## config.mk

```make
export PLATFORM = sky130hd
export DESIGN_NAME = gcm_ctr_feeder
export DESIGN_NICKNAME = d
export VERILOG_FILES = /design/src/rtl/gcm_ctr_feeder.sv
export SDC_FILE = /design/constraint.sdc
export NUM_CORES = 2
export LEC_CHECK = 0
export CAP_MARGIN = 20
export CELL_PAD_IN_SITES_DETAIL_PLACEMENT = 1
export CELL_PAD_IN_SITES_GLOBAL_PLACEMENT = 1
export CORE_MARGIN = 1
export CORE_UTILIZATION = 51
export CTS_BUF_LIST = sky130_fd_sc_hd__clkbuf_8
export CTS_CLUSTER_DIAMETER = 40
export DETAILED_ROUTE_END_ITERATION = 7
export PLACE_DENSITY_LB_ADDON = 0.1
export REMOVE_ABC_BUFFERS = 1
export SLEW_MARGIN = 20
export SYNTH_ARGS = -nofsm -noshare
export SYNTH_HDL_FRONTEND = slang
export SYNTH_SLANG_ARGS = --single-unit
```

## constraint.sdc

```tcl
create_clock -name clk -period 33.8 [get_ports clk]
set_clock_uncertainty 0.05 [all_clocks]
set_input_delay 6.76 -clock clk [delete_from_list [all_inputs] [get_ports clk]]
set_output_delay 6.76 -clock clk [all_outputs]
set_load 0.01 [all_outputs]
```

## src/rtl/gcm_ctr_feeder.sv

```systemverilog
// gcm_ctr_feeder: AES-GCM counter-mode front end. Issues inc32 counter blocks, queues plaintext and
// sideband in order, and XORs returning keystream into masked ciphertext. J0 tagging: GCM_FEEDER_TAG_J0_EN.
module gcm_ctr_feeder #(
    parameter int BYPASS_W = 161,
    parameter int DEPTH    = 8
) (
    input  logic                   clk,
    input  logic                   reset_n,
    input  logic                   i_valid,
    output logic                   o_ready,
    input  logic                   i_new,
    input  logic                   i_last,
    input  logic [95:0]            i_iv,
    input  logic [127:0]           i_plain_text,
    input  logic [BYPASS_W-1:0]    i_bypass_text,
    input  logic [3:0]             i_last_bytes,
    output logic                   o_ctr_valid,
    output logic [127:0]           o_ctr_block,
    output logic                   o_ctr_j0,
    input  logic                   i_ks_valid,
    input  logic [127:0]           i_ks,
    output logic                   o_valid,
    output logic [127:0]           o_cipher_text,
    output logic [BYPASS_W-1:0]    o_bypass_text,
    output logic                   o_new,
    output logic                   o_last,
    output logic                   o_ek_j0_valid,
    output logic [127:0]           o_ek_j0,
    output logic [$clog2(DEPTH):0] o_count,
    output logic [1:0]             o_err
);
    localparam int AW = $clog2(DEPTH);
    localparam int CW = AW + 1;
`ifdef GCM_FEEDER_TAG_J0_EN
    localparam bit J0_EN = 1'b1;
`else
    localparam bit J0_EN = 1'b0;
`endif
    // A J0 token rides with the first block of a message, so keep room for two entries.
    localparam logic [CW-1:0] READY_MAX = CW'(J0_EN ? DEPTH - 2 : DEPTH - 1);

    typedef enum logic {IDLE, RUN} state_t;

    typedef struct packed {
        logic [127:0]        pt;
        logic [BYPASS_W-1:0] bypass;
        logic                is_new;
        logic                is_last;
        logic [3:0]          last_bytes;
        logic                j0;
    } entry_t;

    entry_t              mem_reg [DEPTH];
    state_t              state_reg, state_next;
    logic [AW-1:0]       wr_ptr_reg, rd_ptr_reg;
    logic [CW-1:0]       count_reg, count_next;
    logic                ready_reg, ready_next;
    logic [31:0]         ctr_reg, ctr_next;
    logic [95:0]         iv_reg, iv_next;
    logic                j0_pend_reg;
    logic                ctr_valid_reg, ctr_j0_reg;
    logic [127:0]        ctr_block_reg;
    logic                valid_reg, new_reg, last_reg;
    logic [127:0]        cipher_reg;
    logic [BYPASS_W-1:0] bypass_reg;
    logic                ek_valid_reg;
    logic [127:0]        ek_reg;
    logic [1:0]          err_reg;

    logic                accept, data_acc, orphan, j0_acc, pop;
    entry_t              data_entry, token_entry, head;
    logic [4:0]          keep_bytes;
    logic [127:0]        mask;

    always_comb begin
        accept      = i_valid && ready_reg;
        data_acc    = accept && (i_new || state_reg == RUN);
        orphan      = accept && !i_new && state_reg == IDLE;
        j0_acc      = J0_EN && data_acc && i_new;
        pop         = i_ks_valid && count_reg != '0;
        state_next  = state_reg;
        if (data_acc)
            state_next = i_last ? IDLE : RUN;
        count_next  = count_reg;
        if (data_acc)
            count_next = count_next + CW'(1);
        if (j0_acc)
            count_next = count_next + CW'(1);
        if (pop)
            count_next = count_next - CW'(1);
        ready_next  = count_next <= READY_MAX && !j0_acc;
        ctr_next    = i_new ? 32'd2 : ctr_reg + 32'd1;
        iv_next     = i_new ? i_iv : iv_reg;
        data_entry  = '{pt: i_plain_text, bypass: i_bypass_text, is_new: i_new, is_last: i_last,
                        last_bytes: i_last_bytes, j0: 1'b0};
        token_entry = '0;
        token_entry.j0 = 1'b1;
        head        = mem_reg[rd_ptr_reg];
        // Only a last block is trimmed; a byte count of 0 means a full block.
        keep_bytes  = (head.is_last && head.last_bytes != 4'd0) ? {1'b0, head.last_bytes} : 5'd16;
        mask        = {128{1'b1}} << ({3'b000, 5'd16 - keep_bytes} << 3);
    end

    always_ff @(posedge clk) begin
        if (data_acc)
            mem_reg[wr_ptr_reg] <= j0_acc ? token_entry : data_entry;
        if (j0_acc)
            mem_reg[wr_ptr_reg + AW'(1)] <= data_entry;
    end

    always_ff @(posedge clk or negedge reset_n) begin
        if (!reset_n) begin
            state_reg     <= IDLE;
            wr_ptr_reg    <= '0;
            rd_ptr_reg    <= '0;
            count_reg     <= '0;
            ready_reg     <= 1'b0;
            ctr_reg       <= '0;
            iv_reg        <= '0;
            j0_pend_reg   <= 1'b0;
            ctr_valid_reg <= 1'b0;
            ctr_j0_reg    <= 1'b0;
            ctr_block_reg <= '0;
            valid_reg     <= 1'b0;
            new_reg       <= 1'b0;
            last_reg      <= 1'b0;
            cipher_reg    <= '0;
            bypass_reg    <= '0;
            ek_valid_reg  <= 1'b0;
            ek_reg        <= '0;
            err_reg       <= '0;
        end else begin
            state_reg  <= state_next;
            count_reg  <= count_next;
            ready_reg  <= ready_next;
            wr_ptr_reg <= wr_ptr_reg + (j0_acc ? AW'(2) : (data_acc ? AW'(1) : AW'(0)));
            if (data_acc) begin
                ctr_reg <= ctr_next;
                iv_reg  <= iv_next;
            end
            // The data counter of a tagged message trails its J0 request by one cycle.
            if (j0_acc) begin
                ctr_valid_reg <= 1'b1;
                ctr_block_reg <= {i_iv, 32'd1};
                ctr_j0_reg    <= 1'b1;
                j0_pend_reg   <= 1'b1;
            end else if (data_acc) begin
                ctr_valid_reg <= 1'b1;
                ctr_block_reg <= {iv_next, ctr_next};
                ctr_j0_reg    <= 1'b0;
            end else if (j0_pend_reg) begin
                ctr_valid_reg <= 1'b1;
                ctr_block_reg <= {iv_reg, 32'd2};
                ctr_j0_reg    <= 1'b0;
                j0_pend_reg   <= 1'b0;
            end else begin
                ctr_valid_reg <= 1'b0;
                ctr_j0_reg    <= 1'b0;
            end
            valid_reg    <= 1'b0;
            ek_valid_reg <= 1'b0;
            if (pop) begin
                rd_ptr_reg <= rd_ptr_reg + AW'(1);
                if (J0_EN && head.j0) begin
                    ek_valid_reg <= 1'b1;
                    ek_reg       <= i_ks;
                end else begin
                    valid_reg  <= 1'b1;
                    cipher_reg <= (head.pt ^ i_ks) & mask;
                    bypass_reg <= head.bypass;
                    new_reg    <= head.is_new;
                    last_reg   <= head.is_last;
                end
            end
            if (i_ks_valid && count_reg == '0)
                err_reg[0] <= 1'b1;
            if (orphan)
                err_reg[1] <= 1'b1;
        end
    end

    assign o_ready       = ready_reg;
    assign o_count       = count_reg;
    assign o_err         = err_reg;
    assign o_ctr_valid   = ctr_valid_reg;
    assign o_ctr_block   = ctr_block_reg;
    assign o_ctr_j0      = ctr_j0_reg;
    assign o_valid       = valid_reg;
    assign o_cipher_text = cipher_reg;
    assign o_bypass_text = bypass_reg;
    assign o_new         = new_reg;
    assign o_last        = last_reg;
    assign o_ek_j0_valid = ek_valid_reg;
    assign o_ek_j0       = ek_reg;
endmodule

```

# Word-level counts from Yosys, hierarchy flattened

Memory sizes are Yosys's and may differ from the RTL's.
Index checks and enable logic that the tools add are counted.
Widths: inputs -> output; s select.

Bitwise gates (word level): 3
$lt $le $gt $ge: 1
Add/sub/neg operators: 6
Multiplexer cells: 11
Reductions and logical operators: 12
Shift operators: 1

Operators with widths:

| operator                | number |
|---|---|
| $and 128x128->128       | 1 |
| $mux 128                | 1 |
| $shl 128x8->128 const A | 1 |
| $xor 128x128->128       | 1 |
| $mux 96                 | 1 |
| $add 32x1->32 const B   | 1 |
| $mux 32                 | 1 |
| $mux 4                  | 2 |
| $reduce_bool 4->1       | 2 |
| $logic_and 1x1->1       | 7 |
| $mux 1                  | 5 |
| $mux 5                  | 1 |
| $sub 5x5->5 const A     | 1 |
| $add 4x1->4 const B     | 1 |
| $le 4x3->1 const B      | 1 |
| $logic_not 4->1         | 1 |
| $sub 4x1->4 const B     | 1 |
| $add 3x1->3             | 1 |
| $add 3x1->3 const B     | 1 |
| $logic_not 1->1         | 1 |
| $logic_or 1x1->1        | 1 |
| $not 1->1               | 1 |

Logic and storage cells: 51
Register bits after elaboration: 563
Memories kept: 1
Input bits: 523
Bits in writable memories: 2360
Output and inout bits: 558

Memory list:

| name    | depth | width | rd ports | clocked after memory_dff | write ports | RTL line | RTL |
|---|---|---|---|---|---|---|---|
| mem_reg | 8     | 295   | 1        | 0                        | 1           | 53       | `entry_t mem_reg [DEPTH];` |

# Depth between registers and ports, before layout

An unclocked memory read counts as a cell.

Depth after elaboration: 7
Mapped depth: 13
Mapped depth without buffers: 9

# Least setup slack after synthesis

No wires, ideal clock.

Path kind: input to register
Start point: input i_valid
End point: memory mem_reg[0][0] (netlist name), enable pin
Arrival: 34.858 ns
Stages: 2
Setup slack: -2.793 ns
Setup time: 1.684 ns
Data required time: 32.066 ns
Buffers on the path: 0
Cells stage by stage: o211ai_1 > nor4_1

Longest elaborated chain between the ends: 4

Ends and longest elaborated chain:

| item              | RTL line | RTL |
|---|---|---|
| from (decl)       | 9        | `input logic i_valid,` |
| $logic_and 1x1->1 | 76       | `accept = i_valid && ready_reg;` |
| $logic_and 1x1->1 | 77       | `data_acc = accept && (i_new \|\| state_reg == RUN);` |
| $mux 1            | 105      | `if (data_acc)` |
| $mux 1            | 106      | `mem_reg[wr_ptr_reg] <= j0_acc ? token_entry : data_entry;` |
| to (decl)         | 53       |  |

Every way passes these cells.

# Worst setup path in the final report

Start point: input i_new
End point: memory mem_reg[5][270] (netlist name), enable pin

Longest elaborated chain between the ends: 4

Ends and longest elaborated chain:

| item              | RTL line | RTL |
|---|---|---|
| from (decl)       | 11       | `input logic i_new,` |
| $logic_or 1x1->1  | 77       |  |
| $logic_and 1x1->1 | 77       |  |
| $mux 1            | 105      |  |
| $mux 1            | 106      |  |

Every way passes these cells.

==> summary.md <==
| Metric | Value |
|---|---|
| Post-Synth Adder-Cell Area | less than 1% |
| Final GP Congestion | 0.807 |
| Mux cell area share after synthesis | between 15 and 20% |
| R2r startpoint | rd_ptr_reg[0] |
| Final Hold Vio Count | 0 |
| First-pass GRT wire length | between 400 and 500 mm |
| RSZ-0062 raised after global routing | false |
| Worst path max stage delay | ~950 ps |
| Net Sw Frac | between 30% and 40% |
| Clk root buf | clkbuf_8 |
| Post_cts resized | 0 |
| Vias in the first global route | a little under 60000 |
| Largest family of logic cells by synthesized area | multiplexers |
| Worst Tran Pin Value | ~1200 ps |
| Comb pwr share | between 30% and 40% |
| Critical Path Slowest Stage Cell | clkdlybuf4s50_1 |
| Final Power | 10.8 mW |
| Post-CTS Setup Repair Bufs | 0 |
| Crit path from | i_new |
| Clk sinks | around 2800 |
| Initial Util | approximately half |
| Die H | about 460 µm |
| GR Overflow Total | 0 |
| Power Density | between 80 and 90 nW/µm² |
| Final worst path period share | a little under a third |
| Clock Latency Late Sink | ~1100 ps |
| Initial antenna violation count | 95 |
| CP cell instances | clkdlybuf4s50_1, o211ai_1, buf_4, inv_1, nand2_1, nor2_4, buf_4, buf_4, buf_4 |
| Sw Pwr | 3.47 mW |
| Post-synth EDFFs | 2360 |
| FF-to-FF setup slack | 28300 ps |
| Distinct cells, synth | between 50 and 60 |
| Post-Synth XOR/XNOR Area | under 10% |
| Cell Rows | around 170 |
| Top cell type's share of synthesized area | around two thirds |
| Area Overhead vs Synth | 20.5% |
| Largest cells by area after synthesis | edfxtp_1 (66%), mux4_2 (12%), dfrtp_1 (10%) |
| Startpoint Class | primary input |
| Predominant post-synthesis flop cell | edfxtp_1 |
| Vias post-DR | between 50000 and 60000 |
| DP Cell Count | just under 9000 |
| Share of layout cells above drive strength 1 | ~20% |
| Pre-CTS WS | about 22000 ps |
| Seq/Total Area, Yosys | about three quarters |
| Drt initial violations | around 4000 |
| Top cells by count, synth | edfxtp_1 (2360), mux4_2 (590), nand2_1 (550) |
| Die area | 211000 µm² |
| Final slew viol count | 0 |
| Critical path capture point type | flip-flop |
| Pint | between 7 and 8 mW |
| Flip-flop and latch area | 81800 µm² |
| Cells after Synth | roughly 5300 |
| Slew HR | 19.8% |
| I/O pin count | 1081 |
| Most frequent cell after synthesis | edfxtp_1 |
| Kind of critical path | primary input to flip-flop |
| Largest register FFs | approximately 2400 |
| Synth area leader | edfxtp_1 |
| DRC viols | 0 |
| Sequential share of power | 41.4% |
| Largest net degree at the start of global routing | 130 |
| Total of max-cap violations | 0 |
| Yosys warns | 128 |
| Synthesized area | 107000 µm² |
| Avg Cell Area, Syn | just over 20 µm² |
| Final critical-path setup slack | approximately 23000 ps |
| CTS buffer count | 471 |
| CP most frequent cell | buf_4 |
| DP Wirelength | between 150 and 200 mm |
| Finished Layout Cells | 9734 |
| Final nets | a little over 7000 |
| GR Util All Layers | 26.7% |
| Multi-input combinational cell area | approximately 23000 µm² |
| Status | finished, final reports clean |
| Crit path DAT | between 10000 and 15000 ps |
| Detailed Route WL | 283 mm |
| Reg clk slew, reported paths | ~60 ps |
| Pre-antenna DRT Iters | 5 |
| Port bufs | 950 |
| # fillers | ~18000 |
| CTS Buffer Depth | 4 |
| DIE WIDTH | around 460 µm |
| Hold Crit Start | iv_reg[6] |
| Post-CTS Hold Buffers | 0 |
| Simple-Gate Fraction of Synth Area | roughly 2.6% |
| Async SR Flop Fraction | 15.6% |
| Compound-Gate Fraction of Synth Area | between 2 and 2.5% |
| H-Tree Depth | 5 |
| Pleak | about 45 nW |
| Required time worst endpoint | 34410 ps |
| Final Critical Period | 10790 ps |
| Flops & latches, synth | 2795 |
| Final ANT Viol Nets | 0 |
| Max VDD drop | ~0.064 mV |
| Fmax | between 90 and 100 MHz |
| Hold Crit Class | flip-flop to flip-flop |
| CTS tree | done |
| WL/cell | ~29 µm |
| Final Setup Violations | 0 |
| Clock Power Share | 27.5% |
| CP Max Fanout | 47 |
| Vias per inst | ~5.6 |
| Core ar. | approximately 210000 µm² |
area by class of cell:
type	count	area share, %
antenna	37	0.0720
multi-input combinational	2203	18.2
clock buffer	544	5.82
timing repair buffer	1038	8.06
inverter	13	0.0389
tap	2788	2.71
clock inverter	316	1.50
sequential	2795	63.6
path summary, 6_finish.rpt:
path / endpoint / cells past startpoint
setup / recovery: mem_reg[5][270] / 9
hold / removal: iv_reg[6] / 2
setup reg to reg: o_cipher_text[105] / 9
hold reg to reg: iv_reg[6] / 2
max in group asynchronous: o_cipher_text[100] / 4
min in group asynchronous: o_bypass_text[37] / 1
power groups by stage:
stage / registers [mW] / clock network (mW) / logic [mW]
5_1_grt: 4.53 / 3.19 / 3.59
4_1_cts: 4.50 / 3.05 / 3.44
6_report: 4.50 / 2.98 / 3.37
2_1_floorplan: 5.05 / 0 / 3.10
3_3_place_gp: 4.54 / 0 / 3.38
3_5_place_dp: 4.56 / 0 / 3.42
cell usage in the layout (no fill, tap or decap), drive strengths merged, types with 10 or more instances in the layout:
master         instances
a211oi                24
a21oi                 11
a32o                  24
buf                   89
bufinv                22
clkbuf               544
clkdlybuf4s50        949
clkinv               134
clkinvlp              12
conb                 130
dfrtp                435
diode                 37
edfxtp              2360
ha                    10
inv                  161
mux2i                296
mux4                 590
nand2                550
nor2                  60
nor3                  19
o21ai                177
o31ai                 80
xnor2                 52
xor2                 108
routing by layer:
metal	track usage [%]	routed length (µm)	vias to the layer above	part of all wire, %
li1	-	-	23400	-
met5	0	490	-	0.17
met1	32.6	108000	28700	38
met3	7.15	19200	533	6.8
met2	44.5	143000	1720	51
met4	12.3	12000	76	4.2
worst max-delay path, delay by kind of cell:
family                 cells  cell delay, ps
and+or+nand+nor            2             900
buffers and inverters      6            3420
AOI/OAI and AO/OA          1             160
cells by family after synthesis:
group,Yosys count
flops,2795
buf+inv,410
other cells,1
simple gates,680
fa+ha+maj,10
compound gates,335
mux,888
xor+xnor,160
per-stage QoR:
stage / area [µm²] / hold slack (ps) / setup TNS (ps) / util [%]
final: 129000 / 427 / 0 / 62.0
after global routing: 129000 / 442 / 0 / 62.0
after CTS: 128000 / 428 / 0 / 61.9
after detailed placement: 119000 / 415 / 0 / 57.4
after global placement: 119000 / 406 / 0 / 57.4
after floorplan: 105000 / 443 / -823860 / -
(Power assumes the default switching activity.)
